<file path="src/rtl/sq_voice_controller.sv">
// sq_voice_controller: phase accumulator and linear
// attack/release envelope for the square-wave voice
module sq_voice_controller #(
  parameter int PHASE_W   = 24,
  parameter int RAMP_STEP = 16
) (
  input  logic               clk,
  input  logic               rst_n,
  input  logic               sample_tick,
  input  logic               note_valid,
  output logic               note_ready,
  input  logic               note_on,
  input  logic [PHASE_W-1:0] note_inc,
  output logic [7:0]         period,
  input  logic [10:0]        square,
  output logic [10:0]        sample_out,
  output logic               sample_valid,
  output logic [1:0]         state
);

  typedef enum logic [1:0] {
    IDLE    = 2'd0,
    ATTACK  = 2'd1,
    SUSTAIN = 2'd2,
    RELEASE = 2'd3
  } st_t;

  localparam logic [8:0] STEP9 = 9'(RAMP_STEP);

  st_t                st;
  logic [PHASE_W-1:0] phase;
  logic [PHASE_W-1:0] inc;
  logic [7:0]         amp;
  logic [8:0]         amp_up;
  logic [7:0]         amp_dn;
  logic               amp_top;
  logic               amp_zero;
  logic [10:0]        scaled;
  logic               take;

  assign note_ready = rst_n & ~sample_tick;
  assign take       = note_valid & note_ready;
  assign period     = phase[PHASE_W-1 -: 8];
  assign state      = st;

  // saturating ramp steps and amplitude scaling
  always_comb begin
    amp_up   = {1'b0, amp} + STEP9;
    amp_top  = amp_up >= 9'd255;
    amp_zero = {1'b0, amp} <= STEP9;
    amp_dn   = amp - STEP9[7:0];
    scaled   = 11'(({8'b0, square} * {11'b0, amp}) >> 8);
  end

  // ticks advance phase/envelope; commands only land off-tick
  always_ff @(posedge clk) begin
    if (!rst_n) begin
      st           <= IDLE;
      phase        <= '0;
      inc          <= '0;
      amp          <= '0;
      sample_out   <= '0;
      sample_valid <= 1'b0;
    end else begin
      sample_valid <= sample_tick;
      if (sample_tick) begin
        sample_out <= scaled;
        if (st != IDLE) phase <= phase + inc;
        unique case (st)
          ATTACK: begin
            if (amp_top) begin
              amp <= 8'hFF;
              st  <= SUSTAIN;
            end else begin
              amp <= amp_up[7:0];
            end
          end
          RELEASE: begin
            if (amp_zero) begin
              amp   <= '0;
              st    <= IDLE;
              phase <= '0;
            end else begin
              amp <= amp_dn;
            end
          end
          default: ;
        endcase
      end else if (take) begin
        if (note_on) begin
          inc <= note_inc;
          if (st == IDLE) begin
            phase <= '0;
            amp   <= '0;
            st    <= ATTACK;
          end else if (st == RELEASE) begin
            st <= ATTACK;
          end
        end else if (st == ATTACK || st == SUSTAIN) begin
          st <= RELEASE;
        end
      end
    end
  end

endmodule
</file>
<file path="config.mk">
export PLATFORM = sky130hd
export DESIGN_NAME = sq_voice_controller
export DESIGN_NICKNAME = d
export VERILOG_FILES = /design/src/rtl/sq_voice_controller.sv
export SDC_FILE = /design/constraint.sdc
export NUM_CORES = 1
export LEC_CHECK = 0
export CORE_MARGIN = 5
export CORE_UTILIZATION = 40
export CTS_CLUSTER_DIAMETER = 50
export DETAILED_ROUTE_END_ITERATION = 7
export PLACE_DENSITY = 0.6
export SLEW_MARGIN = 10
export SYNTH_ARGS = -nofsm -noshare
export SYNTH_HDL_FRONTEND = slang
export SYNTH_SLANG_ARGS = --single-unit
</file>
<file path="constraint.sdc">
create_clock -name clk -period 6.4 [get_ports clk]
set_input_delay 1.6 -clock clk [delete_from_list [all_inputs] [get_ports clk]]
set_output_delay 1.6 -clock clk [all_outputs]
set_load 0.01 [all_outputs]
</file>
; Word-level counts from Yosys, hierarchy flattened
; Cells that the tools add are included.
[op_classes]
reduce_logical = 11
n_mul = 1
addsub = 3
magnitude_cmp = 2
n_eq_ne = 7
mux = 23
n_bitwise = 3
[op_table]
columns = op, count
row1 = 24-bit two-way mux, 7
row2 = 8-bit two-way mux, 6
row3 = 24-bit adder, 1
row4 = 11-bit by 8-bit multiplier with 19-bit output, 1
row5 = 2-bit two-way mux, 8
row6 = 8-bit one-hot mux with 2 select lines, 1
row7 = 8-bit by 5-bit adder with 9-bit output (second input constant), 1
row8 = 9-bit by 8-bit >= comparator with 1-bit output (second input constant), 1
row9 = 8-bit by 5-bit <= comparator with 1-bit output (second input constant), 1
row10 = 2-bit nonzero test, 4
row11 = 8-bit by 5-bit subtractor with 8-bit output (second input constant), 1
row12 = 3-bit != test (second input constant), 2
row13 = 3-bit AND reduction, 2
row14 = 6-bit AND reduction, 1
row15 = 2-bit == test (second input constant), 2
row16 = 4-bit by 2-bit != test with 1-bit output (second input constant), 1
row17 = 2-bit one-hot mux with 2 select lines, 1
row18 = 4-bit AND reduction, 1
row19 = 3-bit by 1-bit != test with 1-bit output (second input constant), 1
row20 = 3-bit nonzero test, 1
row21 = 1-bit AND, 2
row22 = 2-bit by 1-bit == test with 1-bit output (second input constant), 1
row23 = 2-bit zero test, 1
row24 = 1-bit logical OR, 1
row25 = 1-bit inverter, 1
[word_totals]
elab_cells = 56
out_inout_bits = 23
input_bits = 40
reg_bits = 70

; Depth between registers and ports, before layout
[logic_depth]
ltp_word = 6
depth_mapped = 19
depth_no_buf = 18

; Least setup slack after synthesis
; OpenSTA, ideal clock, no wires.
[synth_path]
path_kind = input to register
start = in square[9]
end = reg sample_out[10]
setup_time_ns = 0.062
required_ns = 6.338
n_path_buf = 0
cell_stages = 16
arrival_ns = 5.462
path_slack_ns = 0.876
cell_sequence = nand2_1 inv_1 fa_1 fa_1 fa_1 inv_1 fa_1 inv_1 ha_1 a21o_1 a21o_1 a21oi_1 o21ai_1 o21bai_1 or4_1 nand3_1
[synth_via]
elab_chain_len = 1
[synth_rtl]
columns = item, line_no
row1 = start: declaration, 15  ; input logic [10:0] square,
row2 = 11-bit by 8-bit multiplier with 19-bit output, 52  ; scaled = 11'(({8'b0, square} * {11'b0, amp}) >> 8);
row3 = end signal: assignment, 67  ; sample_out <= scaled;
row4 = end: declaration, 16  ; output logic [10:0] sample_out,
; Every way passes these cells.
; A chain may end at the register's enable or synchronous reset.

; Worst setup path in the final report
; Ends and elaborated chain as after synthesis.

==> metrics <==
outcome complete, no violations; peak ir drop on the vdd network 159.6 µV; overflow left after global routing 0; gr usage total 16.88%; growth of design area from synthesis to finish 17.51%; final setup skew 0.006410 ns; number of search-and-repair iterations in the first detailed-routing pass 7; clock tree root driver cell clkbuf_16; total number of clock tree sinks 67; average wire per cell in the routed design 14.25 µm; RSZ-0062 raised after global routing false; final hold violation count 0; worst hold start sample_out[8]$_SDFFE_PN0P_; gp weighted congestion 0.8192; Warnings, synthesis 0; classification of the worst setup path primary input to flop; number of clock buffers inserted by TritonCTS 9; # Post-CTS Setup Buffers 0; effective utilization at floorplan 40.67%; reg-to-reg critical path startpoint amp[2]$_SDFFE_PN0P_; Detailed Place HPWL 11820 µm; Register-to-Register Setup Slack 1.54 ns; die width 137.1 µm; launching element type of the critical path primary input; endpoint of the worst hold-timing path sample_out[8]$_SDFFE_PN0P_; worst-skew pair later-pin latency 0.34 ns; required time of the worst setup path 6.68 ns; number of unique standard cell types used by synthesis 60; Post-Place Cell Area 7217 µm²; post-synth design cell area 6461 µm²; Power Dens Cells 157.5 nW/µm²; Setup-failing EPs final 0; DRC violations left 0; detailed-route vias per instance 5.062; via count 5320; Min-Delay Path Class flop to flop; share of async-settable or async-resettable flops after synthesis 0%; Core Footprint 15890 µm²; initial antenna violation count 0; worst reg-to-reg path cell count 16; cells resized by post-CTS repair 0; Post-Syn Area per Cell 8.179 µm²; number of H-tree levels 3; max-slew violation total from the final report 0; TritonCTS clock tree done; number of placed cells counting well taps 1035; Chip Height 137.1 µm; boundary pin count 63; maximum fanout encountered on the critical timing path 5; Static Leakage 3.598 nW; transition time of the tightest slew-check pin 0.9967 ns; Die Area 18800 µm²; Routed Wire Length 14980 µm; number of standard cells in the final layout excluding fillers 1051; violation count after the first detailed-routing iteration 280; portion of the clock cycle consumed by the worst path in the final layout 92.69%; finished layout cell area 7592 µm²; maximum number of buffers from clock root to sink 2; total power 1.196 mW; maximum number of pins on one net before global-route repair 43; number of standard-cell rows in the floorplan 46; max-cap viol count 0; global-route wire length before repair 25440 µm; total negative slack 0 ns; tightest hold margin 0.4588 ns; number of global-route vias before repair 5155; post-synthesis net count 950; number of buffers inserted by port buffering 62; clock input transition at the sequential cells of the worst setup and hold paths 0.05 ns; post-layout net count 990; layout cell share with drive strength beyond 1 4.311%; WP data arrival 6.21 ns; Max-Slew Margin vs Limit 33.37%; part of the Yosys area used for sequential elements 20.76%; number of enable-type register cells in the synthesized netlist 0; synthesized instance count 790; Hold Crit Depth 2; critical path endpoint category flop; final antenna diode count 0; fmax 0.1686 GHz; post-detailed-route count of antenna-violating nets 0; most instantiated flip-flop cell in the synthesis netlist dfxtp_1; origin of the worst setup path square[9]; worst r2r dst sample_out[10]$_SDFFE_PN0P_; final critical-path required period 5.932 ns; #FFs+latches synth 67; count of hold buffers inserted by post-cts repair 0
where the power goes:
group | total [mW] | internal [mW] | switching (mW)
registers | 0.437 | 0.426 | 0.0107
logic | 0.138 | 0.0631 | 0.0744
clock network | 0.621 | 0.431 | 0.190
total | 1.20 | 0.920 | 0.275
routing by layer:
layer  track usage [%]  wire [µm]  vias up
li1                  -          -     2727
met1             24.29       7452     2475
met2             26.24       6557      113
met3             4.007        889        5
met4             2.661         82        0
met5                 0          0        -
layout make-up:
type / instances / area [µm²]
fillers: 1609 / 8293
multi-input cells: 589 / 4583
flip-flops and latches: 67 / 1341
repair buffers: 68 / 665.6
inverters: 95 / 356.6
well taps: 216 / 270.3
clock buffers: 10 / 239.0
clock inverters: 6 / 136.4
registers in the layout, summed over array words and instances (netlist names):
| register | cells |
|---|---|
| state | 2 |
| sample_valid | 1 |
| inc | 24 |
| amp | 5 |
| phase | 24 |
| sample_out | 11 |
logic make-up after synthesis:
logic type | Yosys count | synth area share [%]
AND/OR/NAND/NOR | 245 | 17.82
AO/OA/AOI/OAI | 194 | 19.42
buffers and inverters | 134 | 8.307
adder cells (fa/ha/maj) | 120 | 29.51
flip-flops | 67 | 20.76
XOR/XNOR | 25 | 3.389
multiplexers | 5 | 0.7940
layout by cell type, fill, tap and decap left out, types with 21 or more instances in the layout:
cell / instances
a21o_1: 21
a21oi_1: 75
and2_1: 34
clkdlybuf4s50_1: 62
dfxtp_1: 67
fa_1: 54
ha_1: 66
inv_1: 94
nand2_1: 121
nor2_1: 28
o21ai_1: 23
critical path, cell delays in order:
cell             delay [ns]
clkdlybuf4s50_1        0.48
nand2_1                0.20
inv_1                  0.12
fa_1                   0.56
fa_1                   0.44
fa_1                   0.54
inv_1                  0.05
fa_1                   0.52
inv_1                  0.04
ha_1                   0.32
a21o_1                 0.18
a21o_1                 0.17
a21oi_1                0.21
o21ai_1                0.10
o21bai_1               0.19
or4_1                  0.42
nand3_1                0.08
metrics by stage:
stage          utilization, %  setup WS [ns]
6_report                47.79         0.4677
5_1_grt                 47.79         0.2277
2_1_floorplan               -         0.8761
3_3_place_gp            45.43         0.2149
4_1_cts                 47.79         0.4676
3_5_place_dp            45.43         0.1312
cell usage after synthesis, types with 17 or more instances:
cell type	count	area, µm²
inv_1	94	352.8
a21o_1	21	157.7
nand2_1	121	454.2
nor2_1	28	105.1
clkbuf_1	28	105.1
o21ai_1	23	115.1
fa_1	54	1081
o21ai_0	17	85.08
ha_1	66	825.8
a21oi_1	75	375.4
and2_1	34	212.7
dfxtp_1	67	1341
how the worst max path moves through the flow:
stage                                  end  slack, ns  cells past startpoint
6_report       sample_out[10]$_SDFFE_PN0P_       0.47                     17
5_1_grt        sample_out[10]$_SDFFE_PN0P_       0.23                     17
4_1_cts        sample_out[10]$_SDFFE_PN0P_       0.47                     17
3_5_place_dp   sample_out[10]$_SDFFE_PN0P_       0.13                     17
3_3_place_gp   sample_out[10]$_SDFFE_PN0P_       0.21                     17
2_1_floorplan  sample_out[10]$_SDFFE_PN0P_       0.88                     16
No activity file was read; power rests on OpenSTA's default activity.
==> patch, RTL diff (same settings) <==
Set the parameter `PHASE_W` to 48 (it was 24).
--- a/src/rtl/sq_voice_controller.sv
+++ b/src/rtl/sq_voice_controller.sv
@@ -1,7 +1,7 @@
 // sq_voice_controller: phase accumulator and linear
 // attack/release envelope for the square-wave voice
 module sq_voice_controller #(
-  parameter int PHASE_W   = 24,
+  parameter int PHASE_W   = 48,
   parameter int RAMP_STEP = 16
 ) (
   input  logic               clk,
Ports: changed (resized note_inc); port bits go from 63 to 87. No check against the original RTL was run, so the function may have changed too.
==> patch against the original RTL <==
Routed wire length up 52%. Power up 61%. First-iteration DRC count up 45%. Largest cell class unchanged. Setup slack worse by 47 ps. Area after synthesis up 44%. Combinational power up 35%. Clock skew up 4.9 ps. Count of clock-buffer cells in the layout up 11. Sequential cell count up 48. Cell area up 45%. Utilization up 0.59 points.
==> patch: results (changes against the original RTL) <==
[detailed_routing]
viasPerCell = 5.16  ; was 5.06
first_pass_iters = 5  ; was 7
drt_iter0_markers = 405  ; was 280
wl_per_cell_um = 14.7  ; was 14.3 µm

[placed_design]
port_buffers = 86  ; was 62
place.gp.congestion = 0.881  ; was 0.819
dpl_cell_area_um2 = 10400  ; was 7220 µm²
dp_hpwl_um = 17100  ; was 11,800 µm
pre_cts_slack_ps = -9.61  ; was 131 ps
placed_cells = 1520  ; was 1,035

[hold_path]
min_to = phase[39]  ; was sample_out[8]
worstHoldPathType = register to register  ; unchanged
min_from = phase[39]  ; was sample_out[8]
hold_depth = 2  ; unchanged

[timing]
finalClockSkew_ps = 11.3  ; was 6.41 ps
slew_headroom_pct = 28.2  ; was 33.4%
fin_hold_ws_ps = 452  ; was 459 ps

[finish]
reg_top3 = inc: 48 flops, phase: 48 flops, sample_out: 11 flops  ; was inc: 24 flops, phase: 24 flops, sample_out: 11 flops
instances_no_fill = 1551  ; was 1,051
drive_gt1_share_pct = 4.68  ; was 4.31%
fillers = 2241  ; was 1,609
insertedDiodeCount = 0  ; unchanged

[pwr]
ir_drop_mv = 0.143  ; was 0.160 mV
power_leakage_uw = 0.00496  ; was 0.00360 µW
switching_power_uw = 454  ; was 275 µW

[grt]
grt_pass1_wl_um = 38200  ; was 25,400 µm
grt_max_degree = 75  ; was 43
grt_use_total_pct = 17.5  ; was 16.9%
antenna_found_initial = 0  ; unchanged
grt_pass1_vias = 7802  ; was 5,155

[synth]
ys_types = 61  ; was 60
netlist_instances = 1166  ; was 790
synth_commonest_cells = nand2_1 (185), dfxtp_1 (115), a21oi_1 (113), inv_1 (108), ha_1 (90)  ; was nand2_1 (121), inv_1 (94), a21oi_1 (75), dfxtp_1 (67), ha_1 (66)
synth_top_cells_by_area = dfxtp_1 (25%), ha_1 (12%), fa_1 (12%)  ; was dfxtp_1 (21%), fa_1 (17%), ha_1 (13%)
seq_area_frac_synth_pct = 24.7  ; was 20.8%
ys_async_sr_fraction_pct = 0  ; unchanged
synth.net_count = 1374  ; was 950

[clocking]
clkLatencyLatePin_ps = 420  ; was 340 ps
cts_made_buffers = 17  ; was 9
htree_num_levels = 4  ; was 3
cts_resized = 0  ; unchanged

[worst_setup_path]
cp_max_fo = 4  ; was 5
cp.arrival_ps = 6280  ; was 6210 ps
slowest_delay_ps = 520  ; was 560 ps
worstRegToRegCells = 18  ; was 16
rr_endpoint = sample_out[10]  ; unchanged
r2r_slack_ps = 1380  ; was 1540 ps

[status]
status = finished clean  ; unchanged

patch: routing by layer:
layer  routed length (µm)  global-route usage (%)
met3                 1030                    3.47
met2                10200                    28.5
met1                11300                    24.4
met5                    0                       0
met4                  243                    3.58
patch: worst min-delay path: cells and delay by family, from the launching register on:
kind / cells / cell delay [ps]
compound gates: 1 / 50
flops: 1 / 310
simple gates: 1 / 50
patch: stage by stage:
step / power [µW] / util, %
6_report: 1920 / 48.4
2_1_floorplan: 854 / -
5_1_grt: 2000 / 48.4
4_1_cts: 1950 / 48.4
3_5_place_dp: 942 / 45.7
3_3_place_gp: 940 / 45.7
patch: worst max path at each step:
stage          startpoint              to  slack [ps]  cells past startpoint
2_1_floorplan   square[2]   sample_out[6]         820                     18
3_3_place_gp    square[2]  sample_out[10]          80                     19
3_5_place_dp    square[2]  sample_out[10]         -10                     19
4_1_cts         square[2]  sample_out[10]         420                     19
5_1_grt         square[2]   sample_out[6]          80                     20
6_report        square[2]  sample_out[10]         420                     19
patch: layout make-up:
class | instances | area [µm²] | area share (%)
clock buffer | 21 | 450 | 4.09
clock inverter | 10 | 158 | 1.43
tap | 313 | 392 | 3.55
timing repair buffer | 102 | 981 | 8.90
multi-input combinational | 882 | 6330 | 57.5
sequential | 115 | 2300 | 20.9
inverter | 108 | 405 | 3.68
patch: cells by family (layout without fill, tap and decap cells):
family | count (synthesis) | after routing | share of synthesized area (%)
buffers and inverters | 169 | 241 | 7.27
flip-flops | 115 | 115 | 24.7
multiplexers | 4 | 4 | 0.444
XOR/XNOR | 47 | 47 | 4.42
AND/OR/NAND/NOR | 370 | 370 | 18.0
adder cells (fa/ha/maj) | 144 | 144 | 23.7
AO/OA/AOI/OAI | 317 | 317 | 21.4
patch: power by group through the flow:
| stage | combinational, µW | sequential [µW] | clock, µW |
|---|---|---|---|
| after floorplan | 102 | 752 | 0 |
| after global placement | 186 | 754 | 0 |
| after detailed placement | 187 | 754 | 0 |
| after CTS | 189 | 739 | 1020 |
| after global routing | 206 | 740 | 1050 |
| final | 186 | 739 | 996 |
